==> src/rtl/uart_pkg.sv <==
// Shared types and constants for the UART transmit path.
package uart_pkg;

  typedef enum logic [1:0] {
    IDLE,
    START,
    DATA,
    STOP
  } tx_state_t;

  localparam int   DATA_BITS  = 8;
  localparam logic IDLE_LEVEL = 1'b1;

endpackage

==> src/rtl/uart_tx_serializer.sv <==
// Baud-rate serialiser: pops bytes from the byte FIFO and drives 8N1 frames onto tx, LSB first.
module uart_tx_serializer
  import uart_pkg::*;
#(
  parameter int CLKS_PER_BIT = 868
) (
  input  logic                 clk,
  input  logic                 rst,
  input  logic [DATA_BITS-1:0] fifo_data,
  input  logic                 fifo_empty,
  output logic                 pop,
  output logic                 active_next,
  output logic                 tx
);

  localparam int BAUD_W = (CLKS_PER_BIT > 1) ? $clog2(CLKS_PER_BIT) : 1;
  localparam int IDX_W  = $clog2(DATA_BITS);
  localparam logic [BAUD_W-1:0] BAUD_LAST = BAUD_W'(CLKS_PER_BIT - 1);
  localparam logic [IDX_W-1:0]  IDX_LAST  = IDX_W'(DATA_BITS - 1);

  tx_state_t            state;
  logic [BAUD_W-1:0]    baud_cnt;
  logic [IDX_W-1:0]     bit_idx;
  logic [DATA_BITS-1:0] shift_reg;
  logic                 bit_end;

  assign bit_end = (baud_cnt == BAUD_LAST);

  // Popping on the last stop cycle lets the next start bit follow with no idle gap.
  assign pop = !fifo_empty && ((state == IDLE) || ((state == STOP) && bit_end));

  // Lets the top register busy so it lines up with the state this edge produces.
  assign active_next = pop || ((state != IDLE) && !((state == STOP) && bit_end));

  always_ff @(posedge clk) begin
    if (rst) begin
      state     <= IDLE;
      baud_cnt  <= '0;
      bit_idx   <= '0;
      shift_reg <= '0;
      tx        <= IDLE_LEVEL;
    end else begin
      case (state)
        IDLE: begin
          baud_cnt <= '0;
          tx       <= IDLE_LEVEL;
          if (pop) begin
            shift_reg <= fifo_data;
            tx        <= ~IDLE_LEVEL;
            state     <= START;
          end
        end
        START: begin
          if (bit_end) begin
            baud_cnt <= '0;
            bit_idx  <= '0;
            tx       <= shift_reg[0];
            state    <= DATA;
          end else begin
            baud_cnt <= baud_cnt + BAUD_W'(1);
          end
        end
        DATA: begin
          if (bit_end) begin
            baud_cnt  <= '0;
            shift_reg <= shift_reg >> 1;
            if (bit_idx == IDX_LAST) begin
              tx    <= IDLE_LEVEL;
              state <= STOP;
            end else begin
              tx      <= shift_reg[1];
              bit_idx <= bit_idx + IDX_W'(1);
            end
          end else begin
            baud_cnt <= baud_cnt + BAUD_W'(1);
          end
        end
        STOP: begin
          if (bit_end) begin
            baud_cnt <= '0;
            if (pop) begin
              shift_reg <= fifo_data;
              tx        <= ~IDLE_LEVEL;
              state     <= START;
            end else begin
              tx    <= IDLE_LEVEL;
              state <= IDLE;
            end
          end else begin
            baud_cnt <= baud_cnt + BAUD_W'(1);
          end
        end
        default: begin
          state    <= IDLE;
          baud_cnt <= '0;
          tx       <= IDLE_LEVEL;
        end
      endcase
    end
  end

endmodule

==> src/rtl/uart_tx_buffered.sv <==
// Buffered UART transmitter: byte handshake, one-entry hold register and a small FIFO
// in front of the baud-rate serialiser so message bytes leave back-to-back.
module uart_tx_buffered
  import uart_pkg::*;
#(
  parameter int CLKS_PER_BIT = 868,
  parameter int FIFO_DEPTH   = 4
) (
  input  logic                 clk,
  input  logic                 rst,
  input  logic                 send,
  input  logic [DATA_BITS-1:0] byte_in,
  output logic                 tx,
  output logic                 transmit_done,
  output logic                 busy,
  output logic                 overflow
);

  localparam int PTR_W = $clog2(FIFO_DEPTH);
  localparam int CNT_W = PTR_W + 1;
  localparam logic [CNT_W-1:0] FULL_COUNT = CNT_W'(FIFO_DEPTH);

  logic [DATA_BITS-1:0] fifo_mem [FIFO_DEPTH];
  logic [PTR_W-1:0]     wr_ptr;
  logic [PTR_W-1:0]     rd_ptr;
  logic [CNT_W-1:0]     count;
  logic [CNT_W-1:0]     count_nxt;
  logic                 fifo_full;
  logic                 fifo_empty;
  logic [DATA_BITS-1:0] fifo_data;

  logic                 pending;
  logic                 pending_nxt;
  logic [DATA_BITS-1:0] hold_byte;

  logic                 push;
  logic                 push_new;
  logic                 push_held;
  logic                 hold_load;
  logic [DATA_BITS-1:0] push_data;
  logic                 pop;
  logic                 ser_active_next;

  assign fifo_full  = (count == FULL_COUNT);
  assign fifo_empty = (count == '0);
  assign fifo_data  = fifo_mem[rd_ptr];

  // The held byte may enter on the very edge the serialiser frees a slot, so a
  // full FIFO that is popping this cycle still accepts it.
  assign push_held = pending && (!fifo_full || pop);
  assign push_new  = send && !pending && !fifo_full;
  assign hold_load = send && !pending && fifo_full;
  assign push      = push_held || push_new;
  assign push_data = pending ? hold_byte : byte_in;

  always_comb begin
    pending_nxt = pending;
    if (push_held) begin
      pending_nxt = 1'b0;
    end else if (hold_load) begin
      pending_nxt = 1'b1;
    end

    count_nxt = count;
    if (push && !pop) begin
      count_nxt = count + CNT_W'(1);
    end else if (pop && !push) begin
      count_nxt = count - CNT_W'(1);
    end
  end

  always_ff @(posedge clk) begin
    if (push) begin
      fifo_mem[wr_ptr] <= push_data;
    end
  end

  always_ff @(posedge clk) begin
    if (rst) begin
      wr_ptr        <= '0;
      rd_ptr        <= '0;
      count         <= '0;
      pending       <= 1'b0;
      hold_byte     <= '0;
      transmit_done <= 1'b0;
      overflow      <= 1'b0;
      busy          <= 1'b0;
    end else begin
      if (push) begin
        wr_ptr <= wr_ptr + PTR_W'(1);
      end
      if (pop) begin
        rd_ptr <= rd_ptr + PTR_W'(1);
      end
      count   <= count_nxt;
      pending <= pending_nxt;
      if (hold_load) begin
        hold_byte <= byte_in;
      end
      // A byte is acknowledged only once it sits in the FIFO, never when merely held.
      transmit_done <= push;
      if (send && pending) begin
        overflow <= 1'b1;
      end
      busy <= pending_nxt || (count_nxt != '0) || ser_active_next;
    end
  end

  uart_tx_serializer #(
    .CLKS_PER_BIT(CLKS_PER_BIT)
  ) u_serializer (
    .clk        (clk),
    .rst        (rst),
    .fifo_data  (fifo_data),
    .fifo_empty (fifo_empty),
    .pop        (pop),
    .active_next(ser_active_next),
    .tx         (tx)
  );

endmodule

==> config.mk <==
export PLATFORM = sky130hd
export DESIGN_NAME = uart_tx_buffered
export DESIGN_NICKNAME = d
export VERILOG_FILES = /design/src/rtl/uart_pkg.sv /design/src/rtl/uart_tx_serializer.sv /design/src/rtl/uart_tx_buffered.sv
export SDC_FILE = /design/constraint.sdc
export NUM_CORES = 1
export LEC_CHECK = 0
export CAP_MARGIN = 20
export CORE_ASPECT_RATIO = 0.9
export CORE_MARGIN = 5
export CORE_UTILIZATION = 60
export CTS_BUF_LIST = sky130_fd_sc_hd__clkbuf_2 sky130_fd_sc_hd__clkbuf_4 sky130_fd_sc_hd__clkbuf_8
export CTS_CLUSTER_SIZE = 20
export DETAILED_ROUTE_END_ITERATION = 8
export PLACE_DENSITY = 0.78
export SETUP_SLACK_MARGIN = 0.4
export SLEW_MARGIN = 20
export SYNTH_ARGS = -nofsm -noshare
export SYNTH_HDL_FRONTEND = slang
export SYNTH_HIERARCHICAL = 1
export SYNTH_SLANG_ARGS = --single-unit
==> constraint.sdc <==
create_clock -name clk -period 3.4 [get_ports clk]
set_input_delay 0.68 -clock clk [delete_from_list [all_inputs] [get_ports clk]]
set_output_delay 0.68 -clock clk [all_outputs]
set_load 0.02 [all_outputs]
==> results.md <==
- Ys Warns: 6
- Post-Synthesis Cells: roughly 300
- Dpl ws: 1.01 ns
- Inserted Diodes: 0
- Hold slack: between 0.4 and 0.5 ns
- Net Count, Synth: 330
- Avg Inst Size Synth: ~11 um2
- Root buf cell: clkbuf_8
- Min-delay worst type: flop to flop
- Clock Latency Late Sink: 0.34 ns
- Max Clock Skew: roughly 0.0091 ns
- DR WL/cell: approximately 15 um
- Largest buffer count on any clock path: 2
- Fraction of layout cells with a size suffix above 1: 0.133
- Die Ht: 82.0 um
- Largest Register: fifo_mem
- Vias: 2207
- Crit share post-route: 0.704
- Most common cell after layout, fill and taps aside: dfxtp_1
- Max Cap Violations: 0
- Max FFs per register: 32
- Final Util: 0.683
- Total CTS buffers: 9
- Initial antenna violation count: 0
- Placed Area: 3640 um2
- Pint: 1.99 mW
- Cell Pwr Density: 801 nW/um2
- Fillcell total: approximately 400
- Final Non-Filler Cells: 393
- Detailed Route Iter0 Violations: 115
- CTS Hold Buffers Added: 0
- Drt first pass iters: 4
- Global-route wire length before repair: between 10 and 15 mm
- Post-Route WL: 5.81 mm
- Fin. Hold Viols: 0
- Status: completed
- TritonCTS clock tree: built
- Die extent in x: 90.0 um
- Post-CTS Resized: 0
- Worst slew margin: 0.562
- Crit path kind: flop to flop
- Startpoint types: flop
- Vias in the first global route: 2205
- Clock sink count: between 70 and 80
- RSZ-0062 raised after global routing: false
- Final number of setup-violating endpoints: 0
- Nets: ~350
- CP max FO: 8
- Overall Global Routing Usage: 0.179
- Area growth from synthesis to layout: 11.1%
- Clk network pwr share: 0.225
- Detailed Place HPWL: 4.17 mm
- Design Area, Final: 3840 um2
- Worst slew pin tran: 0.657 ns
- Critical path required time: 3.40 ns
- Part of the power in registers: 0.417
- Synthesized area: 3460 um2
- Register area share after synthesis: 0.539
- Main synth FF type: dfxtp_1
- Switching Share: 0.353
- Port Buffer Count: 14
- Netlist cell types: 43
- Initial Util: 0.614
- Setup bufs post-CTS: 0
- Slew Limit Fails: 0
- Comb pwr share: 0.357
- EDFF count, synth: 32
- Setup slack after layout: 1.01 ns
- Routed Antenna Nets: 0
- Final TNS setup: 0 ns
- Peak Freq: 418 MHz
- Final worst path period need: 2.39 ns
- RePlAce Congestion: 0.851
- Die area: 7380 um2
- CP endpoint kind: flop
- Clk slew on worst S/H paths: 0.08 ns
- Largest net degree at the start of global routing: 35
- Arr. time, crit path: 2.40 ns
- NetSw: 1.09 mW
- Max VDD drop: 450 uV
- Static Leak: ~1.3 nW
- Row cnt: 26
- Synth Register Bits: 77
- Core ar.: 5630 um2
- Total grt overflow: 0
- Post-synth ARST share: 0
- Most frequent cells in the layout: dfxtp_1 (45), nor2_1 (40), edfxtp_1 (32), nand2_1 (24), a21oi_1 (19)
- Via density per instance: 5.62
- DP Cell Count: 377
- H-tree levels: 3
- Power Total: 3.08 mW
- I/O Pins: 15
- DRC violations left: 0
- Largest registers: fifo_mem: 32 flops, u_serializer/baud_cnt: 10 flops
final timing paths:
| check | from | end | slack, ns | depth (start not counted) |
|---|---|---|---|---|
| setup / recovery | u_serializer/baud_cnt[0] | fifo_mem[0][3] | 1.01 | 7 |
| hold / removal | hold_byte[4] | hold_byte[4] | 0.46 | 2 |
| setup reg to reg | u_serializer/baud_cnt[0] | fifo_mem[0][3] | 1.01 | 7 |
| hold reg to reg | hold_byte[4] | hold_byte[4] | 0.46 | 2 |
kinds of logic after synthesis:
logic type / share of synthesized area
xor gates and xnor gates: 0.0355
adders and majority gates: 0.0579
muxes: 0.101
DFF: 0.539
buffers and inverters: 0.0261
and+or+nand+nor: 0.143
AOI/OAI and AO/OA: 0.0974
critical path, cell delays in order, from the launching register on:
cell,delay (ns)
dfxtp_1,0.37
ha_1,0.26
nor3b_4,0.29
a41oi_1,0.25
nor2_1,0.18
nand2_1,0.08
nand2_1,0.22
and2_1,0.40
cell type report:
class	instances	area (um2)	share of cell area
Timing Repair Buffer	16	155	0.0404
Tap cell	70	87.6	0.0228
Multi-Input combinational cell	206	1510	0.392
Inverter	8	30.0	0.00782
Clock buffer	9	124	0.0322
Sequential cell	77	1860	0.485
Clock inverter	7	78.8	0.0205
Yosys cell counts (4+ instances only):
cell | n | share of area
buf_2 | 6 | 0.0087
o21ai_0 | 8 | 0.012
mux2i_1 | 8 | 0.023
inv_1 | 8 | 0.0087
nand3_1 | 7 | 0.010
nor2b_1 | 4 | 0.0072
xnor2_1 | 9 | 0.023
a211oi_1 | 6 | 0.013
nand2_1 | 24 | 0.026
mux2_2 | 8 | 0.026
ha_1 | 16 | 0.058
nand2b_1 | 4 | 0.0072
mux4_2 | 8 | 0.052
a21oi_1 | 19 | 0.028
a31oi_1 | 4 | 0.0072
edfxtp_1 | 32 | 0.28
nor2_1 | 40 | 0.043
xor2_1 | 5 | 0.013
and2_1 | 6 | 0.011
dfxtp_1 | 45 | 0.26
nor3_1 | 5 | 0.0072
power by group through the flow:
stage / Clock (mW) / Sequential (mW) / Combinational, mW
2_1_floorplan: 0 / 1.26 / 0.916
5_1_grt: 0.759 / 1.31 / 1.24
6_report: 0.694 / 1.28 / 1.10
3_5_place_dp: 0 / 1.31 / 1.10
3_3_place_gp: 0 / 1.30 / 1.06
4_1_cts: 0.712 / 1.29 / 1.10
routing by layer:
layer,global-route usage,vias up,wire (um)
li1,-,1108,-
met1,0.231,1057,2790
met4,0.0625,0,68
met3,0.0531,5,237
met2,0.293,37,2720
met5,0,-,0
(Power assumes the default switching activity.)
